**src/rtl/if_id_hazard.sv**
```systemverilog
// if_id_hazard: PC register, IF/ID pipeline register and load-use / branch-flush control.
// Optional build macro HAZARD_STATS_EN adds saturating stall_cnt / flush_cnt outputs.
module if_id_hazard #(
    parameter logic [29:0] RESET_PC  = 30'h0,
    parameter logic [31:0] NOP_INSTR = 32'h0
) (
    input  logic        clk,
    input  logic        rst_n,
    input  logic [31:0] Instr_,
    input  logic        stall_ext,
    input  logic        branch_taken,
    input  logic [29:0] branch_target,
    input  logic        idex_MemRead,
    input  logic [4:0]  idex_rt,
    output logic [29:0] PC,
    output logic [29:0] PC_4,
    output logic [31:0] Instr,
    output logic        Valid,
    output logic        bubble,
`ifdef HAZARD_STATS_EN
    output logic [15:0] stall_cnt,
    output logic [15:0] flush_cnt,
`endif
    output logic [1:0]  state
);
    typedef enum logic [1:0] {RUN = 2'd0, LSTALL = 2'd1, FLUSH = 2'd2} state_t;

    state_t      curState, nextState;
    logic        hz;
    logic        validNext;
    logic [29:0] pcNext, pc4Next;
    logic [31:0] instrNext;

    assign state = curState;

    // Hazard detection and next-state selection: branch > external stall > load-use > advance
    always_comb begin
        hz        = Valid & idex_MemRead & (idex_rt != 5'd0) &
                    ((idex_rt == Instr[25:21]) | (idex_rt == Instr[20:16]));
        pcNext    = PC;
        pc4Next   = PC_4;
        instrNext = Instr;
        validNext = Valid;
        nextState = curState;
        if (branch_taken) begin
            pcNext    = branch_target;
            instrNext = NOP_INSTR;
            validNext = 1'b0;
            nextState = FLUSH;
        end else if (stall_ext) begin
            nextState = curState;
        end else if (hz) begin
            nextState = LSTALL;
        end else begin
            pcNext    = PC + 30'd1;
            pc4Next   = PC + 30'd1;
            instrNext = Instr_;
            validNext = 1'b1;
            nextState = RUN;
        end
        bubble = rst_n & (branch_taken | stall_ext | hz | ~Valid);
    end

    // PC, IF/ID and FSM state registers
    always_ff @(posedge clk or negedge rst_n) begin
        if (!rst_n) begin
            PC       <= RESET_PC;
            PC_4     <= 30'd0;
            Instr    <= NOP_INSTR;
            Valid    <= 1'b0;
            curState <= RUN;
        end else begin
            PC       <= pcNext;
            PC_4     <= pc4Next;
            Instr    <= instrNext;
            Valid    <= validNext;
            curState <= nextState;
        end
    end

`ifdef HAZARD_STATS_EN
    logic stallHold;
    assign stallHold = hz & ~branch_taken & ~stall_ext;

    // Saturating counters of load-use hold cycles and taken branches
    always_ff @(posedge clk or negedge rst_n) begin
        if (!rst_n) begin
            stall_cnt <= 16'd0;
            flush_cnt <= 16'd0;
        end else begin
            stall_cnt <= (stallHold && stall_cnt != 16'hFFFF) ? stall_cnt + 16'd1 : stall_cnt;
            flush_cnt <= (branch_taken && flush_cnt != 16'hFFFF) ? flush_cnt + 16'd1 : flush_cnt;
        end
    end
`endif
endmodule

```
**config.mk**
```make
export PLATFORM = sky130hd
export DESIGN_NAME = if_id_hazard
export DESIGN_NICKNAME = d
export VERILOG_FILES = /design/src/rtl/if_id_hazard.sv
export SDC_FILE = /design/constraint.sdc
export NUM_CORES = 1
export LEC_CHECK = 0
export CORE_MARGIN = 2
export CORE_UTILIZATION = 40
export DETAILED_ROUTE_END_ITERATION = 7
export PLACE_DENSITY_LB_ADDON = 0.08
export SKIP_CTS_REPAIR_TIMING = 1
export SLEW_MARGIN = 20
export SYNTH_ARGS = -nofsm -noshare
export SYNTH_HDL_FRONTEND = slang
export SYNTH_SLANG_ARGS = --single-unit
```
**constraint.sdc**
```tcl
create_clock -name clk -period 3 [get_ports clk]
set_input_delay 0.3 -clock clk [delete_from_list [all_inputs] [get_ports clk]]
set_output_delay 0.3 -clock clk [all_outputs]
set_load 0.01 [all_outputs]
```
; ---- After elaboration in Yosys (flattened, before gate mapping)
; Index checks and enable logic that the tools add are counted.
[op_classes]
reduce_logical = 3
n_bitwise = 12
addsub = 1
n_mux = 12
eq_ne = 4
[op_table]
columns = cell, count
row1 = $mux W32, 3
row2 = $mux W30, 3
row3 = $add A30 B1 Y30 const B, 1
row4 = $eq A5 B5 Y1, 2
row5 = $reduce_bool A5 Y1, 1
row6 = $and A1 B1 Y1, 4
row7 = $mux W1, 4
row8 = $mux W2, 2
row9 = $not A1 Y1, 4
row10 = $or A1 B1 Y1, 4
row11 = $reduce_and A3 Y1, 1
row12 = $ne A2 B1 Y1 const B, 1
row13 = $ne A2 B2 Y1 const B, 1
row14 = $reduce_and A2 Y1, 1
[word_totals]
reg_bits = 95
output_inout_bits = 96
elab_cells = 37
inputBits = 72

; ---- Longest topological paths before layout
[logic_depth]
depth_word = 6
depth_mapped = 8
mapped_depth_nobuf = 7

; ---- Least setup slack after synthesis
; OpenSTA, ideal clock, no wires.
[synth_timing]
path_type = register to output
start = register Instr[25]
end = output bubble
t_required_ns = 2.700
stages_incl_launch_ff = 8
n_path_buf = 2
arrival_time_ns = 1.884
setup_slack_ns = 0.816
cell_sequence = dfrtp_1 > xnor2_1 > nand3_1 > o22ai_1 > buf_1 > a211oi_2 > buf_2 > a21boi_1
[synth_via]
elab_chain_len = 6
[synth_rtl]
columns = element, line
row1 = from (decl), 17  ; output logic [31:0] Instr,
row2 = from (signal assigned), 75  ; Instr <= instrNext;
row3 = $eq A5 B5 Y1, 39  ; ((idex_rt == Instr[25:21]) | (idex_rt == Instr[20:16]));
row4 = $or A1 B1 Y1, 39
row5 = $and A1 B1 Y1, 38  ; hz = Valid & idex_MemRead & (idex_rt != 5'd0) &
row6 = $or A1 B1 Y1 (2 in a row), 61  ; bubble = rst_n & (branch_taken | stall_ext | hz | ~Valid);
row7 = $and A1 B1 Y1, 61
row8 = to (decl), 19  ; output logic bubble,
; Every way passes these cells.

; ---- Worst setup path in the final report
[layout_timing]
start = input idex_rt[0]
end = output bubble
[layout_via]
elab_chain_len = 6
elab_cells_between_ends = 9
classes_between = 2 x eq/ne / 6 x bitwise / 1 x reduce/logical
[layout_rtl]
columns = element, line
row1 = from (decl), 14  ; input logic [4:0] idex_rt,
row2 = $eq A5 B5 Y1 or $reduce_bool A5 Y1 (tied branches), "39, 38"
row3 = $or A1 B1 Y1 or $and A1 B1 Y1 (tied branches), "39, 38"
row4 = $and A1 B1 Y1 *, 38
row5 = $or A1 B1 Y1 * (2 in a row), 61
row6 = $and A1 B1 Y1 *, 61
; Mark *: on every way between the ends. The rest lies on a longest branch, timed or not.

==> results.cfg <==
[synth]
synthTopCellsByArea = dfrtp_1 49%, xnor2_1 9.6%, mux2i_1 6.9%
synth_top_area_cell = dfrtp_1
ys_ff_latch = 95
syn-num-nets = 553
synth_area_sq_mm = 0.00481
synth_flop_cell = dfrtp_1
synth_xor_area_share_pct = 12.0
synth_seq_area_share_pct = 49.4
synthSimpleGateAreaFrac_pct = 14.8
synth_top_family_by_area = simple AND/OR/NAND/NOR gates
syn_area_per_cell_sq_um = 10.0
synth.top_cell.area_share_pct = 49.4
synthDistinctLibCells = 36
synth_compound_area_share_pct = 13.2
yosys_warnings = 0
synthMuxAreaShare_pct = 6.87
synthAdderAreaFrac_pct = 0.260
ys_async_sr_fraction_pct = 100
syn_inst = 480
synth_edf_count = 0

[die]
die_y_um = 114
pin_count = 168
fp.dieW_um = 114
core_area_sq_mm = 0.0119
dieArea_sq_mm = 0.0129
rows = 40
start_util_pct = 40.6

[global_routing]
grt_pass1_vias = 4134
grt.overflow.total = 0
grt_max_degree = 65
antenna_found_initial = 0
grtUsageTotal_pct = 20.3
grt_pass1_wl_um = 20700

[layout]
area_growth_pct = 43.5
diodes = 0
nets = 709
drive_gt1_share_pct = 6.88

[critical_path]
cp_common_cell = clkdlybuf4s50_1
crit_type = in -> out
r2r-start = PC[2]
required_ns = 2.70
startpoint_type = input pin
r2r_cells = 6
cp.buffers_inverters = 2
critical_path.top_delay_family = buffers and inverters
cp_slowest_cell = clkdlybuf4s50_1
worstPathCellList = clkdlybuf4s50_1, or3_1, o311a_2, a211oi_4, a21boi_1, clkdlybuf4s50_1
reg2reg_slack_ns = 0.53
cp-end-kind = primary output
critPathMaxStageDelay_ns = 0.50
cp_max_fo = 3
arrival_ns = 2.43
r2r-end = PC[27]

[clock_network]
clk_latency_ns = 0.34
clock_sinks = 95
clk_path_buf_depth = 2
tritoncts = done
htree_levels = 3
cts.reportedPaths.clkPinSlew_ns = 0.06
cts_buffers = 9
cts_root_buffer = clkbuf_16

[sta]
setup_viol = 0
fin_crit_sh_pct = 90.9
worst_slew_pin_slew_ns = 0.667
fmax_ghz = 0.367
finalMaxSlewViolations = 0
hold_viol = 0
fin_crit_ns = 2.73
finClkSkew_ns = 0.00652
rsz0062_at_grt = false
hold_slack_ns = 0.107
fin_tns_setup_ns = 0
max_slew_margin_pct = 55.6

[placement]
dp_hpwl_um = 8660
io_buffers = 167
gp_congestion = 0.789

[pwr]
p_per_area_mw_per_mm2 = 493
max-vdd-ir-drop_v = 0.000251
p_leak_nw = 2.74

[route]
route.detailed.drc = 0
drtAntennaViolNets = 0
wire_per_inst_um = 15.9
vias = 4021
drt_iter0_drc = 150
drtPass1Iterations = 4
viasPerCell = 5.11
wl_um = 12500

[status]
outcome = complete, no violations

[min_path]
holdCritPathClass = in -> async

[run]
cap_violations = 0
==> sequential cells by signal, indices dropped and copies added (netlist names) <==
signal / count
Instr: 32
state: 2
PC_4: 30
Valid: 1
PC: 30
==> final cells by class <==
| type | count | area [sq um] |
|---|---|---|
| well taps | 147 | 184 |
| fillers | 1067 | 4960 |
| flip-flops and latches | 95 | 2380 |
| inverters | 9 | 33.8 |
| repair buffers | 177 | 1750 |
| multi-input cells | 344 | 2300 |
| clock buffers | 14 | 254 |
| clock inverters | 1 | 5.00 |
==> logic make-up (layout without fill, tap and decap cells) <==
group	after synthesis	count (layout)
AO/OA/AOI/OAI	95	95
XOR/XNOR	66	66
flip-flops	95	95
buffers and inverters	41	201
multiplexers	33	33
adder cells (fa/ha/maj)	1	1
AND/OR/NAND/NOR	149	149
==> metal layers <==
metal,global-route usage [%],vias to the layer above,wire length [um]
met5,0,-,0
met4,7.15,0,179
met3,5.53,12,821
met2,32.5,111,5910
met1,26.8,1951,5610
li1,-,1947,-
==> worst register-to-register path, delay by kind of cell (launching register included) <==
family,cells,cell delay (ns)
and+or+nand+nor,3,1.15
AOI/OAI and AO/OA,2,0.52
xor gates and xnor gates,1,0.18
DFF,1,0.49
==> Yosys cell counts, types with 2 or more instances <==
cell type / number
dfrtp_1: 95
nor2_1: 73
xnor2_1: 53
nand2_1: 44
mux2i_1: 33
a21oi_1: 32
o21ai_1: 28
clkbuf_1: 20
a211oi_1: 16
xor2_1: 13
nand3_1: 11
buf_2: 10
inv_1: 9
a2111oi_2: 8
nand4_1: 5
and3_1: 3
nand4_4: 3
a2111oi_1: 2
a21boi_1: 2
buf_1: 2
nand2b_1: 2
nor4_4: 2
==> worst max path at each step <==
stage,endpoint,depth (start not counted),slack (ns),from
after floorplan,bubble,7,0.82,Instr[25]
after CTS,bubble,6,0.27,idex_rt[0]
after global routing,bubble,6,0.20,idex_rt[0]
final,bubble,6,0.27,idex_rt[0]
after detailed placement,Instr[4],8,0.24,idex_rt[0]
after global placement,bubble,6,0.31,idex_rt[0]
==> metrics by stage <==
step	worst slack [ns]	util, %	area [sq um]	std cells	power, mW
after global placement	0.312	56.0	6650	772	2.37
after global routing	0.205	58.2	6900	787	3.58
after floorplan	0.816	-	4810	480	1.89
after detailed placement	0.244	56.0	6650	772	2.39
after CTS	0.269	58.2	6900	787	3.44
final	0.274	58.2	6900	787	3.40
==> cells in the final DEF (no fill, tap or decap), types with 2 or more instances in the layout <==
cell type        count
buf_4               11
o21ai_1             28
xor2_1              13
inv_1                9
clkdlybuf4s50_1    164
nand4_1              5
nand4_4              3
a21boi_1             2
and3_1               3
mux2i_1             33
nand2b_1             2
nor4_4               2
xnor2_1             53
nand2_1             44
a2111oi_2            8
clkbuf_1             4
dfrtp_1             95
nand3_1             11
a211oi_1            16
a2111oi_1            2
nor2_1              73
clkbuf_16            9
a21oi_1             31
==> report_power, final <==
group          total, mW  switching (mW)  leakage [nW]  internal, mW
clock network       1.05           0.470         0.127         0.581
logic              0.807           0.352          1.45         0.455
registers           1.54           0.131          1.16          1.41
Note: power is estimated with default switching activity, not from simulation.
==> edit 1, RTL diff (same flow settings) <==
The option `HAZARD_STATS_EN` is turned on by a define.
--- a/src/rtl/if_id_hazard.sv
+++ b/src/rtl/if_id_hazard.sv
@@ -2,2 +2,4 @@
 // Optional build macro HAZARD_STATS_EN adds saturating stall_cnt / flush_cnt outputs.
+`define HAZARD_STATS_EN
+
 module if_id_hazard #(
Formal check against the unedited RTL (old outputs only; new: flush_cnt and stall_cnt): equivalent (Yosys induction, for registers that start in step).
==> edit 1 against the original RTL <==
- total power rose by 63%
- routed wire length rose by 40%
- area after synthesis rose by 31%
- clock power is 130% higher
- utilization up 1.9 points
- design area grew 33%
- non-clock buffer count grew 32
- setup slack improved by 0.067 ns
- sequential cell count up 32
- largest power group is now the clock network
- via count increased by 35%
- fmax up 2.5%
- register-to-register slack worse by 0.19 ns
==> edit 1: results (changes against the original RTL) <==
global_routing:
  grt_util_met1: 0.282  # +0.0139
  grt_pass1_wl_mm: 28.9  # +40%
  met2_usage: 0.351  # +0.0265
  grt_max_degree: 128  # +97%
  grt_pass1_vias: 5597  # +35%
  antenna_found_initial: 1  # +1
layout:
  final_cells: 1074  # +36%
  nets: 925  # +30%
  drive_gt1_frac: 0.0857  # +0.0170
critical_path:
  crit_end: "PC[24]"
  worst_path_largest_cell_delay_ns: 0.62  # +0.12 ns
  critPathArrivalTime_ns: 2.92  # +0.49 ns
  crit_path_max_fanout: 8  # +5
  cp_slowest_cell: "nor4_4"
  r2r_cells: 7  # +1
  reg2reg_slack_ns: 0.34  # -0.19 ns
placement:
  pre_cts_ws_ns: 0.289  # +0.0452 ns
  place_congestion: 0.774  # -2.0%
  port_buffers: 199  # +19%
  placedCellCount: 1042  # +35%
run_status:
  outcome: "complete, no violations"
logic_synthesis:
  syn_area_per_cell_sq_um: 9.64  # -3.8%
  synth_cell_type_count: 48  # +33%
  seq_area_frac_synth: 0.503  # +0.00902
  synth_nets: 730  # +32%
  synth_commonest_cells: "127 x dfrtp_1, 124 x nand2_1, 64 x a21oi_1, 57 x xnor2_1, 50 x nor2_1"
timing:
  skew_ns: 0.00697  # +0.000444 ns
  worstMarginPinSlew_ns: 0.915  # +0.248 ns
cts:
  insertion_delay_ns: 0.41  # +0.07 ns
route:
  met3WireLength_mm: 1.39  # +69%
  wl_met2_mm: 8.29  # +40%
  wl_per_cell_um: 16.3  # +2.6%
  m1WireLength_mm: 7.53  # +34%
  num_vias: 5435  # +35%
pwr:
  ir_worst_vdd_v: 0.000350  # +39%
die:
  core_area_sq_mm: 0.0153  # +29%
## edit 1: changes by cell type after synthesis, moves of 5 or more
cell | unedited run | this run
a21oi_1 | 32 | 64
a31oi_1 | 0 | 5
dfrtp_1 | 95 | 127
mux2i_1 | 33 | 1
nand2_1 | 44 | 124
nand3_1 | 11 | 21
nand4_1 | 5 | 10
nor2_1 | 73 | 50
nor3_1 | 0 | 9
o21ai_0 | 1 | 17
o21ai_1 | 28 | 14
or3_1 | 1 | 7
xor2_1 | 13 | 33
## edit 1: cells by family (layout without fill, tap and decap cells)
| logic type | count (synthesis) | count (layout) | share of synthesized area |
|---|---|---|---|
| mux | 4 | 4 | 0.00693 |
| flops | 127 | 127 | 0.503 |
| compound gates | 131 | 131 | 0.133 |
| buf+inv | 46 | 254 | 0.0325 |
| fa+ha+maj | 3 | 3 | 0.00594 |
| xor+xnor | 90 | 90 | 0.125 |
| simple gates | 254 | 254 | 0.193 |
## edit 1: worst min-delay path by stage
stage / slack (ns) / to / cells after the start
4_1_cts: 0.1 / PC_4[10] / 2
3_5_place_dp: 0.47 / state[1] / 2
6_report: 0.05 / PC[8] / 2
5_1_grt: 0.13 / PC[9] / 2
3_3_place_gp: 0.47 / flush_cnt[6] / 1
2_1_floorplan: 0.004 / Instr[0] / 0
## edit 1: layout make-up
class	count	area, sq um
clock buffers	18	429
clock inverters	14	264
fillers	1339	6110
inverters	13	48.8
multi-input cells	482	2960
flip-flops and latches	127	3180
well taps	211	264
repair buffers	209	2070
## edit 1: report_power, final
part | internal, mW | switching, mW
logic | 0.562 | 0.473
clock network | 1.64 | 0.782
registers | 1.89 | 0.201
total | 4.10 | 1.46
==> edit 2, RTL diff (same flow settings) <==
Without the edit above. Add an input register stage for `branch_target`, without a reset; this delays it by one clock. The other inputs are not delayed to match.
--- a/src/rtl/if_id_hazard.sv
+++ b/src/rtl/if_id_hazard.sv
@@ -27,2 +27,8 @@
 
+    logic [29:0] branch_target_q;
+
+    always_ff @(posedge clk) begin
+        branch_target_q <= branch_target;
+    end
+
     state_t      curState, nextState;
@@ -45,3 +51,3 @@
         if (branch_taken) begin
-            pcNext    = branch_target;
+            pcNext    = branch_target_q;
             instrNext = NOP_INSTR;
Formal check against the unedited RTL: not equivalent (Yosys sat finds a counterexample within 4 cycles, from zero or initial values and one cycle with rst_n low).
==> edit 2 against the original RTL <==
- total power rose by 47%
- area after synthesis rose by 12%
- via count rose by 4.9%
- largest power group is now the clock network
- first-iteration DRC count rose by 43%
- design area rose by 14%
- routed wire length rose by 11%
- setup slack improved by 0.034 ns
- count of clock-buffer cells in the layout rose by 8
- sequential power rose by 28%
- sequential cell count rose by 30
- combinational power fell by 2%
- largest cell class unchanged
- critical path depth did not move
==> edit 2: results (changes against the original RTL) <==
global_routing:
  grt_pass1_vias: 4420  # +6.9%
  grt_max_degree: 96  # +48%
  grt_pass1_wl_mm: 22.5  # +9.1%
timing:
  worstMarginPinSlew_ns: 0.903  # +0.236 ns
  skew_ns: 0.00926  # +0.00273 ns
logic_synthesis:
  synthMuxAreaShare: 0.0613  # -0.00739
  syn_area_per_cell_sq_um: 10.4  # +4.2%
  synth_nets: 589  # +6.5%
  seq_area_frac_synth: 0.552  # +0.0582
  synth_cell_type_count: 39  # +8.3%
  synth_compound_area_frac: 0.113  # -0.0186
  netlist_top_cells_area: "dfrtp_1 44%, dfxtp_1 11%, xnor2_1 8.8%, mux2i_1 6.1%, nor2_1 5.0%"
  synthXorXnorAreaFrac: 0.109  # -0.0113
  synth_fa_ha_area_frac: 0.00232  # -0.000280
cts:
  numCtsBuffers: 17  # +8
  insertion_delay_ns: 0.41  # +0.07 ns
  htree_levels: 4  # +1
  path_clk_slew_ns: 0.05
placement:
  placedCellCount: 834  # +8.0%
  place_congestion: 0.806  # +2.2%
  dpl.hpwl_mm: 9.23  # +6.5%
pwr:
  leakage_nw: 3.16  # +15%
  ir_worst_vdd_v: 0.000345  # +38%
  pwr-share-comb: 0.158  # -0.079
  intPower_mw: 3.78  # +54%
  pwr-share-clk: 0.446  # +0.137
layout:
  drive_gt1_frac: 0.0826  # +0.0139
  nets: 750  # +5.8%
route:
  wl_per_cell_um: 16.0  # +0.58%
  viasPerCell: 4.87  # -4.6%
  drt-total-wl_mm: 13.9  # +11%
  drt_iter0_markers: 215  # +43%
run_status:
  outcome: "complete, no violations"
critical_path:
  reg2reg_from: "PC[0]"
  critPathArrivalTime_ns: 2.39  # -0.04 ns
==> edit 2: cell count changes in the layout (fill, tap and decap cells not counted), sizes merged, moves of 2 or more <==
cell,unedited run,this run
inv,9,6
dfxtp,0,30
nand2,44,48
clkinv,1,4
bufinv,0,4
clkinvlp,0,2
clkbuf,14,22
and3,3,6
==> edit 2: kinds of logic (layout without fill, tap and decap cells) <==
family,after synthesis,in the layout
simple gates,154,154
flops,125,125
compound gates,95,95
xor+xnor,67,67
buf+inv,41,215
mux,33,33
fa+ha+maj,1,1
==> edit 2: path summary, 6_finish.rpt <==
kind / end / slack, ns / cells past startpoint
setup / recovery: bubble / 0.31 / 6
hold / removal: PC_4[2] / 0.03 / 2
setup reg to reg: PC[20] / 0.45 / 7
hold reg to reg: PC[26] / 0.44 / 2
max in group asynchronous: PC[5] / 1.87 / 3
min in group clk: branch_target_q[24] / 0.33 / 1
==> edit 2: cell type report <==
type | count | area (sq um)
sequential | 125 | 2980
timing repair buffer | 177 | 1750
multi-input combinational | 350 | 2280
clock inverter | 10 | 159
fill | 1117 | 5290
inverter | 6 | 22.5
clock buffer | 22 | 494
tap | 176 | 220
==> edit 2: metal layers <==
layer | global-route usage | routed length (um)
met1 | 0.249 | 6020
met2 | 0.331 | 6720
met4 | 0.0816 | 249
met3 | 0.0637 | 865
met5 | 0 | 0
==> edit 2: stage by stage <==
step	util	total power [mW]	hold slack (ns)	worst slack [ns]	cell area (sq um)
after floorplan	-	2.32	0.00441	0.640	5390
after global placement	0.550	2.78	0.419	0.273	7250
after detailed placement	0.550	2.80	0.420	0.183	7250
after CTS	0.599	5.05	0.0458	0.295	7910
after global routing	0.599	5.20	0.0693	0.260	7910
final	0.599	4.99	0.0343	0.309	7910
